### src/rtl/note_sequencer.sv
// Pattern player: fetches packed note rows from a synchronous pattern memory,
// converts tone/octave to a tracker speed and applies per-tick row effects.
module note_sequencer #(
  parameter int ROWS     = 64,
  parameter int ROWLEN   = $clog2(ROWS),
  parameter int TICKDIV  = 1024,
  parameter int MAXSPEED = 16,
  parameter int SPLEN    = $clog2(MAXSPEED)
) (
  input  logic              clk,
  input  logic              rst,
  input  logic              start,
  input  logic              stop,
  input  logic              loop,
  input  logic [3:0]        ticks_per_row,
  input  logic [ROWLEN-1:0] pat_len,
  output logic              mem_rd,
  output logic [ROWLEN-1:0] mem_addr,
  input  logic [15:0]       mem_data,
  output logic [15:0]       note,
  output logic [SPLEN-1:0]  speed,
  output logic              row_strobe,
  output logic              playing,
  output logic              done
);

  localparam int PSW = (TICKDIV > 1) ? $clog2(TICKDIV) : 1;
  localparam logic [SPLEN-1:0] SPD_MAX = SPLEN'(MAXSPEED - 1);
  localparam logic [SPLEN-1:0] SPD_MIN = SPLEN'(1);

  typedef enum logic [1:0] {
    S_IDLE  = 2'd0,
    S_FETCH = 2'd1,
    S_LOAD  = 2'd2,
    S_PLAY  = 2'd3
  } state_e;

  state_e             state_q, state_d;
  logic [ROWLEN-1:0]  row_q, row_d;
  logic [PSW-1:0]     presc_q, presc_d;
  logic [3:0]         tick_cnt_q, tick_cnt_d;
  logic [15:0]        note_q, note_d;
  logic [4:0]         row_vol_q, row_vol_d;
  logic [SPLEN-1:0]   speed_q, speed_d;
  logic               mem_rd_q, mem_rd_d;
  logic [ROWLEN-1:0]  mem_addr_q, mem_addr_d;
  logic               row_strobe_q, row_strobe_d;
  logic               playing_q, playing_d;
  logic               done_q, done_d;

  logic               tick_s;
  logic               row_end_s;
  logic               last_row_s;
  logic [3:0]         tpr_eff_s;
  logic [6:0]         base_wide_s;
  logic [SPLEN-1:0]   base_speed_s;

  assign tick_s     = (state_q == S_PLAY) && (presc_q == PSW'(TICKDIV - 1));
  assign tpr_eff_s  = (ticks_per_row == 4'd0) ? 4'd1 : ticks_per_row;
  assign row_end_s  = tick_s && (tick_cnt_q == (tpr_eff_s - 4'd1));
  assign last_row_s = (row_q == pat_len);

  // Speed doubles per step of octave[2:1]; clamp to the tracker's range.
  assign base_wide_s  = ({4'd0, mem_data[15:13]} + 7'd1) << mem_data[12:11];
  assign base_speed_s = (base_wide_s > 7'(MAXSPEED - 1)) ? SPD_MAX : base_wide_s[SPLEN-1:0];

  // State register
  always_ff @(posedge clk or posedge rst) begin
    if (rst) state_q <= S_IDLE;
    else     state_q <= state_d;
  end

  // Next-state logic; stop overrides everything outside IDLE
  always_comb begin
    state_d = state_q;
    case (state_q)
      S_IDLE:  state_d = (start && !stop) ? S_FETCH : S_IDLE;
      S_FETCH: state_d = stop ? S_IDLE : S_LOAD;
      S_LOAD:  state_d = stop ? S_IDLE : S_PLAY;
      S_PLAY: begin
        if (stop)                         state_d = S_IDLE;
        else if (row_end_s && last_row_s) state_d = loop ? S_FETCH : S_IDLE;
        else if (row_end_s)               state_d = S_FETCH;
        else                              state_d = S_PLAY;
      end
      default: state_d = S_IDLE;
    endcase
  end

  // Output logic: strobes and memory port registered from the upcoming state
  always_comb begin
    mem_rd_d     = (state_d == S_FETCH);
    mem_addr_d   = (state_d == S_FETCH) ? row_d : mem_addr_q;
    row_strobe_d = (state_q == S_LOAD) && (state_d == S_PLAY);
    playing_d    = (state_d != S_IDLE);
    done_d       = (state_q == S_PLAY) && !stop && row_end_s && last_row_s && !loop;
  end

  // Row, prescaler and effect datapath
  always_comb begin
    row_d      = row_q;
    presc_d    = presc_q;
    tick_cnt_d = tick_cnt_q;
    note_d     = note_q;
    row_vol_d  = row_vol_q;
    speed_d    = speed_q;
    case (state_q)
      S_IDLE: begin
        if (start && !stop) row_d = {ROWLEN{1'b0}};
        else                row_d = row_q;
      end
      S_LOAD: begin
        presc_d    = {PSW{1'b0}};
        tick_cnt_d = 4'd0;
        // An all-zero word is a rest: the previous row keeps playing its effect.
        if (mem_data != 16'h0000) begin
          note_d    = mem_data;
          row_vol_d = mem_data[7:3];
          speed_d   = base_speed_s;
          if (mem_data[2:0] == 3'd4) note_d[7:3] = 5'd0;
          else                       note_d[7:3] = mem_data[7:3];
        end else begin
          note_d = note_q;
        end
      end
      S_PLAY: begin
        presc_d = tick_s ? {PSW{1'b0}} : presc_q + PSW'(1);
        if (tick_s) begin
          tick_cnt_d = tick_cnt_q + 4'd1;
          case (note_q[2:0])
            3'd1: begin
              if (speed_q < SPD_MAX) speed_d = speed_q + SPLEN'(1);
              else                   speed_d = speed_q;
            end
            3'd3: begin
              if (speed_q > SPD_MIN) speed_d = speed_q - SPLEN'(1);
              else                   speed_d = speed_q;
            end
            3'd4: begin
              if (note_q[7:3] < row_vol_q) note_d[7:3] = note_q[7:3] + 5'd1;
              else                         note_d[7:3] = note_q[7:3];
            end
            3'd5: begin
              if (note_q[7:3] != 5'd0) note_d[7:3] = note_q[7:3] - 5'd1;
              else                     note_d[7:3] = note_q[7:3];
            end
            default: speed_d = speed_q;
          endcase
          if (row_end_s) begin
            if (!last_row_s) row_d = row_q + ROWLEN'(1);
            else if (loop)   row_d = {ROWLEN{1'b0}};
            else             row_d = row_q;
          end else begin
            row_d = row_q;
          end
        end else begin
          tick_cnt_d = tick_cnt_q;
        end
      end
      default: row_d = row_q;
    endcase
    if (state_d == S_IDLE) note_d[7:3] = 5'd0;
    else                   row_vol_d   = row_vol_d;
  end

  // Datapath and output registers
  always_ff @(posedge clk or posedge rst) begin
    if (rst) begin
      row_q        <= {ROWLEN{1'b0}};
      presc_q      <= {PSW{1'b0}};
      tick_cnt_q   <= 4'd0;
      note_q       <= 16'h0000;
      row_vol_q    <= 5'd0;
      speed_q      <= {SPLEN{1'b0}};
      mem_rd_q     <= 1'b0;
      mem_addr_q   <= {ROWLEN{1'b0}};
      row_strobe_q <= 1'b0;
      playing_q    <= 1'b0;
      done_q       <= 1'b0;
    end else begin
      row_q        <= row_d;
      presc_q      <= presc_d;
      tick_cnt_q   <= tick_cnt_d;
      note_q       <= note_d;
      row_vol_q    <= row_vol_d;
      speed_q      <= speed_d;
      mem_rd_q     <= mem_rd_d;
      mem_addr_q   <= mem_addr_d;
      row_strobe_q <= row_strobe_d;
      playing_q    <= playing_d;
      done_q       <= done_d;
    end
  end

  assign mem_rd     = mem_rd_q;
  assign mem_addr   = mem_addr_q;
  assign note       = note_q;
  assign speed      = speed_q;
  assign row_strobe = row_strobe_q;
  assign playing    = playing_q;
  assign done       = done_q;

endmodule

### config.mk
export PLATFORM = sky130hd
export DESIGN_NAME = note_sequencer
export DESIGN_NICKNAME = d
export VERILOG_FILES = /design/src/rtl/note_sequencer.sv
export SDC_FILE = /design/constraint.sdc
export NUM_CORES = 1
export LEC_CHECK = 0
export BUFFER_PORTS_ARGS = -buffer_cell sky130_fd_sc_hd__buf_2
export CAP_MARGIN = 20
export CORE_MARGIN = 4
export CORE_UTILIZATION = 50
export DETAILED_ROUTE_END_ITERATION = 10
export PLACE_DENSITY = 0.72
export SLEW_MARGIN = 20
export SYNTH_ARGS = -nofsm -noshare
export SYNTH_HDL_FRONTEND = slang
export SYNTH_SLANG_ARGS = --single-unit
### constraint.sdc
create_clock -name clk -period 6.5 [get_ports clk]
set_input_delay 0.975 -clock clk [delete_from_list [all_inputs] [get_ports clk]]
set_output_delay 0.975 -clock clk [all_outputs]
set_load 0.01 [all_outputs]
==> impl_metrics.ini, run 1 <==
[worst_hold_path]
hold_end = note[9]$_DFFE_PP0P_
worstHoldPathCells = 2
worstHoldStart = note[9]$_DFFE_PP0P_
hold_path_class = register to register

[floorplanning]
pin_count = 61
initial_core_util_pct = 51.3
fp.dieArea_mm2 = 0.00837
die_x_um = 91.5
row_count = 30
core_mm2 = 0.00679
die_h_um = 91.5

[setup_path]
crit_fanout = 7
rr_endpoint = mem_addr[1]$_DFFE_PP0P_
r2r_slack_ns = 2.91
cp.arrival_ns = 3.87
worstPathRequired_ns = 6.72
reg2reg_from = state_q[0]$_DFF_PP0_
end_kind = register
criticalPathCategory = primary input to register
reg2reg_depth = 7
start_kind = primary input

[yosys]
syn_area_mm2 = 0.00348
synthTopCellsByArea = dfrtp_1 (41%), ha_1 (6.8%), mux2_2 (6.1%)
async_flop_share_pct = 100
synth_top_cell_area_share_pct = 40.9
yosysMostFrequentCell = dfrtp_1
synth_edf_count = 0
yosys_most_used_dff = dfrtp_1
ys_ff_latch = 57
ys_types = 60
yosysSeqAreaShare_pct = 40.9
synthTopCellsByCount = dfrtp_1 (57), nand2_1 (36), o21ai_0 (27)
synth_nets = 418
netlist_instances = 367
syn_area_per_cell_um2 = 9.49
ys_warn_count = 0
yosys.area.top_type = dfrtp_1

[grt]
first_global_vias = 2864
antenna_found_initial = 0
grt_max_degree = 58
grt.overflow.total = 0
track_usage_pct = 19.9
grt_pass1_wl_um = 13600

[clocking]
htreeDepth = 3
cts_root_buf = clkbuf_8
post_cts.repair.setup_buffers = 0
clk_latency_ns = 0.34
cts-resized-gates = 0
cts_buffer_depth = 2
clock_sinks = 57
tritoncts = yes
cts_made_buffers = 9
holdBufCountCts = 0
clk_pin_slew_ns = 0.06

[pwr]
power.leakage_nw = 2.00
vdd_ir_drop_max_mv = 0.157
pwr_density_cell_mw_per_mm2 = 227

[finish]
fin_util_pct = 59.6
diodes = 0
area.growth.synth_to_final_pct = 16.2
drive_above_1_share_pct = 23.4
nNetsFinal = 481

[timing]
fmax_mhz = 274
period_share_pct = 56.2
final-hold-violation-count = 0
holdWs_ns = 0.476
final-setup-viol-count = 0
finalCriticalPeriod_ns = 3.65
fin_tns_setup_ns = 0
setup_ws_ns = 2.85
drv_slew = 0
slew_headroom_pct = 43.4
finClkSkew_ns = 0.00835
rsz0062_at_grt = false
worst_slew_pin_slew_ns = 0.838

[detailed_routing]
firstDrtPassIters = 4
drc = 0
first_iter_violations = 152
wl_per_cell_um = 14.8
vias = 2990
wl_um = 7850
via_per_inst = 5.63
drtAntennaViolNets = 0

[placement]
gp_congestion = 0.896
io_buffers = 60
pre_cts_ws_ns = 2.54
dp_hpwl_um = 5630

[flow_run]
max-cap-violations = 0

[status]
status = complete, no violations
==> layer usage <==
layer | track usage [%] | share of wire (%)
met1 | 28.2 | 48
met2 | 30.6 | 47
met3 | 3.89 | 4.1
met4 | 6.66 | 0.94
met5 | 0 | 0
==> worst max path at each step <==
stage,from,endpoint,slack [ns]
global route,state_q[0]$_DFF_PP0_,mem_addr[0]$_DFFE_PP0P_,2.72
finish,ticks_per_row[1],mem_addr[1]$_DFFE_PP0P_,2.85
detailed placement,ticks_per_row[1],mem_addr[1]$_DFFE_PP0P_,2.54
CTS,ticks_per_row[1],mem_addr[1]$_DFFE_PP0P_,2.90
floorplan,ticks_per_row[1],mem_addr[0]$_DFFE_PP0P_,2.87
global placement,ticks_per_row[1],mem_addr[0]$_DFFE_PP0P_,2.62
==> worst max-delay path, stage by stage <==
cell and delay, ns:
buf_2 0.12, nor3_1 0.31, nor2_1 0.08, ha_1 0.31, xor2_1 0.14, o2111ai_1 0.19
or4b_1 0.68, or4_4 0.56, nand3_4 0.16, mux2_2 0.35
==> registers in the layout (all words and copies together) (netlist names), 2 cells and up <==
register	flops
note	16
presc_q	10
mem_addr	6
row_q	6
row_vol_q	5
speed	4
tick_cnt_q	4
state_q	2
==> metrics by stage <==
step | std cells | instance area [um2] | total power [mW]
floorplan | 367 | 3480 | 0.555
global placement | 515 | 3870 | 0.622
detailed placement | 515 | 3870 | 0.628
CTS | 531 | 4050 | 0.927
global route | 531 | 4050 | 0.976
finish | 531 | 4050 | 0.917
==> cell families after synthesis <==
kind of cell / Yosys count / share of synthesized area (%)
AND/OR/NAND/NOR: 126 / 18.8
AO/OA/AOI/OAI: 96 / 18.1
flip-flops: 57 / 40.9
buffers and inverters: 30 / 3.34
multiplexers: 22 / 7.00
adder cells (fa/ha/maj): 20 / 7.40
XOR/XNOR: 16 / 4.42
==> cell usage in the layout (no fill, tap or decap), types with 3 or more instances in the layout <==
cell,synthesis,routed
nor4_1,5,5
dfrtp_1,57,57
o21ai_1,4,4
a21o_1,4,4
a311oi_1,5,5
nor2b_1,5,5
nor3_1,13,13
xnor2_1,5,5
inv_1,21,20
o21ai_0,27,27
clkinv_2,0,3
a22oi_1,3,3
mux2i_1,3,3
clkbuf_8,0,11
mux2_2,19,19
and3_1,4,4
buf_2,3,60
o22ai_1,3,3
a211oi_1,4,4
xor2_1,10,10
a21oi_1,18,18
and2_1,3,3
nand4_1,4,4
o31ai_1,4,4
nand3b_1,3,3
nand2b_1,11,11
nand2_1,36,36
nand3_1,8,8
a31oi_1,4,4
ha_1,19,19
nor2_1,21,21
==> power by group <==
group          total [mW]  leakage (nW)  internal, mW  switching [mW]
Combinational       0.195          1.15        0.0897           0.105
Clock               0.295        0.0932         0.157           0.137
Sequential          0.428         0.762         0.394          0.0339
==> area by class of cell <==
type                    instances  area (um2)
clock buffers                  13         159
multi-input cells             280        1940
flip-flops and latches         57        1430
well taps                      96         120
clock inverters                 3        15.0
inverters                      21        78.8
repair buffers                 61         308
fillers                       570        2750
(Power assumes the default switching activity.)
==> run 2: changes to the inputs <==
--- a/config.mk
+++ b/config.mk
@@ -5,6 +5,7 @@
 export SDC_FILE = /design/constraint.sdc
 export NUM_CORES = 1
 export LEC_CHECK = 0
+export ABC_AREA = 1
 export BUFFER_PORTS_ARGS = -buffer_cell sky130_fd_sc_hd__buf_2
 export CAP_MARGIN = 20
 export CORE_MARGIN = 4
==> constraint.sdc (replaced) <==
create_clock -name clk -period 3.5 [get_ports clk]
set_input_delay 0.525 -clock clk [delete_from_list [all_inputs] [get_ports clk]]
set_output_delay 0.525 -clock clk [all_outputs]
set_load 0.01 [all_outputs]
==> run 2 against run 1 <==
  * Critical path type is now register to register
  * Worst hold slack worse by 0.24 ns
  * Flip-flop and latch count unchanged
  * Synthesized cell count up 34%
  * Global-route usage up 0.20 points
  * Critical path depth up 2
  * Clock skew down 0.0019 ns
  * Largest cell class unchanged
  * Sequential share of layout area down 1.6 points
  * Final area up 4.9%
  * Die area up 4.4%
==> impl_metrics.ini, run 2 <==
[clocking]
post_cts.repair.setup_buffers = 0
clock_sinks = 57
cts_made_buffers = 9
clk_pin_slew_ns = 0.06
cts-resized-gates = 0
htreeDepth = 3
tritoncts = yes
cts_root_buf = clkbuf_8
clk_latency_ns = 0.33
holdBufCountCts = 0
cts_buffer_depth = 2

[timing]
worst_slew_pin_slew_ns = 0.851
holdWs_ns = 0.235
fin_tns_setup_ns = 0
fmax_mhz = 407
finClkSkew_ns = 0.00645
slew_headroom_pct = 43.2
drv_slew = 0
final-hold-violation-count = 0
rsz0062_at_grt = false
final-setup-viol-count = 0
period_share_pct = 70.2
finalCriticalPeriod_ns = 2.46

[finish]
nNetsFinal = 609
final_common_cell = nand2_1
drive_above_1_share_pct = 18.5
diodes = 0
fin_util_pct = 61.1
mostFrequentLayoutCells = nand2_1 (137), inv_1 (72), buf_2 (60)
final-instance-count-excl-fill = 658
area.growth.synth_to_final_pct = 16.2
largest_reg_flops = 16

[yosys]
syn_area_per_cell_um2 = 7.44
yosys_most_used_dff = dfrtp_1
synth_nets = 542
synth_top_cell_area_share_pct = 39.1
yosysMostFrequentCell = nand2_1
async_flop_share_pct = 100
netlist_instances = 491
ys_types = 39
yosysSeqAreaShare_pct = 39.1
yosys.area.top_type = dfrtp_1
synthTopCellsByCount = nand2_1 (137), inv_1 (73), dfrtp_1 (57)
ys_warn_count = 0
ys_ff_latch = 57
syn_area_mm2 = 0.00365
synth_edf_count = 0
synthTopCellsByArea = dfrtp_1 (39%), nand2_1 (14%), inv_1 (7.5%)

[grt]
antenna_found_initial = 0
grt_max_degree = 34
grt.overflow.total = 0
track_usage_pct = 20.1
grt_pass1_wl_um = 14100
first_global_vias = 3068

[setup_path]
reg2reg_depth = 12
end_kind = register
cp.arrival_ns = 2.72
worstPathRequired_ns = 3.77
rr_endpoint = mem_addr[2]$_DFFE_PP0P_
reg2reg_from = state_q[0]$_DFF_PP0_
r2r_slack_ns = 1.04
start_kind = register
criticalPathCategory = register to register
crit_fanout = 13

[detailed_routing]
drc = 0
first_iter_violations = 182
firstDrtPassIters = 5
wl_um = 8310
drtAntennaViolNets = 0
via_per_inst = 5.10
vias = 3355
wl_per_cell_um = 12.6

[placement]
dp_hpwl_um = 6490
placedCellCount = 643
gp_congestion = 0.856
io_buffers = 60

[floorplanning]
fp.dieArea_mm2 = 0.00874
die_h_um = 93.5
core_mm2 = 0.00694
pin_count = 61
die_x_um = 93.5
row_count = 30
initial_core_util_pct = 52.6

[pwr]
pwr_density_cell_mw_per_mm2 = 561
vdd_ir_drop_max_mv = 0.344
power.leakage_nw = 2.41

[flow_run]
max-cap-violations = 0

[status]
status = complete, no violations

[worst_hold_path]
hold_path_class = primary input to async pin
## run 2: cell count changes after synthesis, sizes merged, moves of 5 or more
| cell | before | now |
|---|---|---|
| a311oi | 5 | 0 |
| and2 | 5 | 0 |
| inv | 21 | 78 |
| mux2 | 19 | 0 |
| nand2 | 36 | 146 |
| nand2b | 11 | 0 |
| nand3 | 9 | 35 |
| nor2 | 21 | 38 |
| nor2b | 5 | 0 |
| nor3 | 13 | 5 |
| nor4 | 5 | 0 |
| o21ai | 31 | 45 |
| o22ai | 3 | 8 |
## run 2: cells by family (layout without fill, tap and decap cells)
logic type | count (synthesis) | count (layout) | synth area share [%]
AO/OA/AOI/OAI | 81 | 81 | 12.5
XOR/XNOR | 15 | 15 | 3.60
adder cells (fa/ha/maj) | 20 | 20 | 7.06
buffers and inverters | 84 | 155 | 8.70
flip-flops | 57 | 57 | 39.1
multiplexers | 1 | 1 | 0.274
AND/OR/NAND/NOR | 233 | 233 | 28.8
## run 2: routing by layer
| layer | global-route usage, % | up-vias | wire length, um |
|---|---|---|---|
| met2 | 32.3 | 64 | 3900 |
| met3 | 3.14 | 9 | 254 |
| met4 | 6.96 | 0 | 106 |
| met5 | 0 | - | 0 |
| li1 | - | 1716 | - |
| met1 | 27.6 | 1566 | 4040 |
## run 2: cell type report
type,count,area [um2]
Sequential cell,57,1430
Fill cell,629,2700
Clock buffer,12,165
Timing Repair Buffer,62,315
Inverter,78,295
Multi-Input combinational cell,350,1910
Tap cell,96,120
Clock inverter,3,15.0
## run 2: stage by stage
stage	worst slack (ns)	instance area, um2	total power, mW
after CTS	1.03	4250	2.40
after floorplan	1.33	3650	1.54
after global routing	0.837	4250	2.58
after global placement	1.09	4070	1.80
after detailed placement	1.02	4070	1.83
final	1.04	4250	2.38
## run 2: critical path: stages, from the launching register on
cell and delay [ns]:
dfrtp_1 0.37, ha_1 0.47, buf_4 0.29, inv_1 0.25, nor2_4 0.31, nand2_4 0.11, nand2_2 0.07, nand2_2 0.06
nand2_4 0.11, inv_4 0.06, nor2_8 0.14, nand2_1 0.08, nand2_1 0.07
## run 2: worst max-delay path by stage
stage | startpoint | to | slack (ns) | depth (start not counted)
2_1_floorplan | ticks_per_row[0] | note[6]$_DFFE_PP0P_ | 1.33 | 15
3_3_place_gp | state_q[0]$_DFF_PP0_ | note[5]$_DFFE_PP0P_ | 1.09 | 11
3_5_place_dp | ticks_per_row[0] | mem_addr[2]$_DFFE_PP0P_ | 1.02 | 17
4_1_cts | state_q[1]$_DFF_PP0_ | mem_addr[2]$_DFFE_PP0P_ | 1.03 | 12
5_1_grt | state_q[0]$_DFF_PP0_ | mem_addr[2]$_DFFE_PP0P_ | 0.84 | 12
6_report | state_q[0]$_DFF_PP0_ | mem_addr[2]$_DFFE_PP0P_ | 1.04 | 12
## run 2: power by group
| group | total (mW) | leakage (nW) | switching [mW] | internal [mW] |
|---|---|---|---|---|
| sequential | 0.904 | 0.756 | 0.105 | 0.799 |
| combinational | 0.919 | 1.55 | 0.603 | 0.316 |
| clock | 0.558 | 0.0980 | 0.251 | 0.307 |
| total | 2.38 | 2.41 | 0.960 | 1.42 |
==> run 3: changes to the inputs <==
--- a/config.mk
+++ b/config.mk
@@ -5,13 +5,13 @@
 export SDC_FILE = /design/constraint.sdc
 export NUM_CORES = 1
 export LEC_CHECK = 0
-export ABC_AREA = 1
+export ABC_AREA = 0
 export BUFFER_PORTS_ARGS = -buffer_cell sky130_fd_sc_hd__buf_2
 export CAP_MARGIN = 20
 export CORE_MARGIN = 4
 export CORE_UTILIZATION = 50
 export DETAILED_ROUTE_END_ITERATION = 10
-export PLACE_DENSITY = 0.72
+export PLACE_DENSITY = 0.75
 export SLEW_MARGIN = 20
 export SYNTH_ARGS = -nofsm -noshare
 export SYNTH_HDL_FRONTEND = slang
==> constraint.sdc (replaced) <==
create_clock -name clk -period 2 [get_ports clk]
set_input_delay 0.3 -clock clk [delete_from_list [all_inputs] [get_ports clk]]
set_output_delay 0.3 -clock clk [all_outputs]
set_load 0.01 [all_outputs]
==> run 3 against run 2 <==
  * The flow now finishes with violations (setup timing)
  * Final area up 20%
  * Setup slack worse by 1.7 ns
  * Register-to-register slack worse by 1.7 ns
  * Largest cell class unchanged
  * Largest power group is now sequential cells
==> impl_metrics.ini, run 3 (synthesis gave the netlist of run 1 again) <==
[setup_path]
cp.arrival_ns = 2.89
cp_slowest_stage_delay_ns = 0.52
worst_path_max_delay_cell = or4b_4
crit_fanout = 7
end_kind = register
path_cells = ha_1 > nand3_2 > or3_4 > or4b_4 > or4_4 > nand3_4 > mux2_2
worstPathRequired_ns = 2.22
start_kind = register
criticalPathCategory = register to register

[grt]
grt_pass1_wl_um = 16600
track_usage_pct = 24.6
grt.overflow.total = 0
antenna_found_initial = 0
first_global_vias = 3472
grt_max_degree = 38

[detailed_routing]
drtAntennaViolNets = 0
wl_um = 10300
vias = 3516
drc = 0
first_iter_violations = 183
wl_per_cell_um = 16.6
via_per_inst = 5.67
firstDrtPassIters = 5

[finish]
nNetsFinal = 570
multi_input_area_mm2 = 0.00218
fill_cells = 466
drive_above_1_share_pct = 42.4
area.growth.synth_to_final_pct = 45.7
diodes = 0
largest_reg_flops = 16
final-instance-count-excl-fill = 620
final_common_cell = buf_4
stdcell_area_mm2 = 0.00508
mostFrequentLayoutCells = buf_4 (79), buf_2 (60), dfrtp_1 (57)
regArea_mm2 = 0.00143

[placement]
gp_congestion = 0.904
dp_hpwl_um = 6990
placed_area_mm2 = 0.00448
placedCellCount = 591
io_buffers = 60

[status]
violations = setup timing
status = finished with violations

[pwr]
power.leakage_nw = 2.56
vdd_ir_drop_max_mv = 0.604
pwr_density_cell_mw_per_mm2 = 699

[floorplanning]
die_x_um = 91.5
core_mm2 = 0.00679
die_h_um = 91.5
pin_count = 61
initial_core_util_pct = 51.3
fp.dieArea_mm2 = 0.00837
row_count = 30

[worst_hold_path]
hold_path_class = primary input to register

[clocking]
cts_root_buf = clkbuf_8
clock_sinks = 57
htreeDepth = 3
cts_made_buffers = 9
cts_buffer_depth = 2
tritoncts = yes
clk_pin_slew_ns = 0.07
clk_latency_ns = 0.34

[timing]
final-setup-viol-count = 31
rsz0062_at_grt = true
period_share_pct = 133
final-hold-violation-count = 0
setup_ws_ns = -0.661
drv_slew = 0
finClkSkew_ns = 0.00499
fmax_mhz = 376
slew_headroom_pct = 56.6
worst_slew_pin_slew_ns = 0.643
finalCriticalPeriod_ns = 2.66

[flow_run]
max-cap-violations = 0
run 3: layout make-up:
cell class | instances | share of cell area (%)
Clock buffer | 11 | 2.79
Clock inverter | 5 | 2.02
Inverter | 21 | 1.55
Multi-Input combinational cell | 280 | 42.9
Sequential cell | 57 | 28.1
Tap cell | 96 | 2.37
Timing Repair Buffer | 150 | 20.3
run 3: routing by layer:
layer	wire length, um	track usage [%]
met1	4310	32.2
met5	0	0
met3	519	4.97
met4	274	8.67
met2	5180	40.3
run 3: through the flow:
| stage | util, % | setup WS (ns) | hold WS (ns) | power (mW) | setup TNS, ns |
|---|---|---|---|---|---|
| after CTS | 72.4 | -0.602 | 0.172 | 3.53 | -10.11 |
| final | 74.7 | -0.661 | 0.199 | 3.55 | -11.56 |
| after detailed placement | 66.0 | -0.967 | 0.352 | 2.15 | -17.08 |
| after global placement | 66.0 | -0.924 | 0.342 | 2.12 | -16.32 |
| after floorplan | - | -0.829 | 0.373 | 1.81 | -12.29 |
| after global routing | 74.7 | -0.744 | 0.187 | 3.72 | -14.75 |
run 3: final timing paths:
check	from	cells after the start	endpoint	slack, ns
max	state_q[0]$_DFF_PP0_	7	mem_addr[0]$_DFFE_PP0P_	-0.66
max in group asynchronous	rst	4	row_vol_q[3]$_DFFE_PP0P_	0.91
min	mem_data[10]	3	note[10]$_DFFE_PP0P_	0.20
max reg2reg	state_q[0]$_DFF_PP0_	7	mem_addr[0]$_DFFE_PP0P_	-0.66
min in group asynchronous	rst	3	presc_q[7]$_DFFE_PP0N_	0.52
min reg2reg	note[13]$_DFFE_PP0P_	2	note[13]$_DFFE_PP0P_	0.49
run 3: power breakdown:
group | switching [mW] | leakage [nW] | internal (mW)
clock network | 0.491 | 0.120 | 0.860
registers | 0.0977 | 0.762 | 1.28
logic | 0.430 | 1.68 | 0.390
run 3: repair_timing:
action                                  CTS  global route
buffers inserted                          8             6
hold endpoints to repair                 20             0
pin swaps                                10            15
cloned                                    0             0
hold buffers                              1             0
endpoints found under the setup margin   26            40
gates resized for setup                  25            31
run 3: critical path: cells and delay by family (launching register included):
kind | cells | cell delay (ns)
AND/OR/NAND/NOR | 5 | 1.62
flip-flops | 1 | 0.36
multiplexers | 1 | 0.35
adder cells (fa/ha/maj) | 1 | 0.21
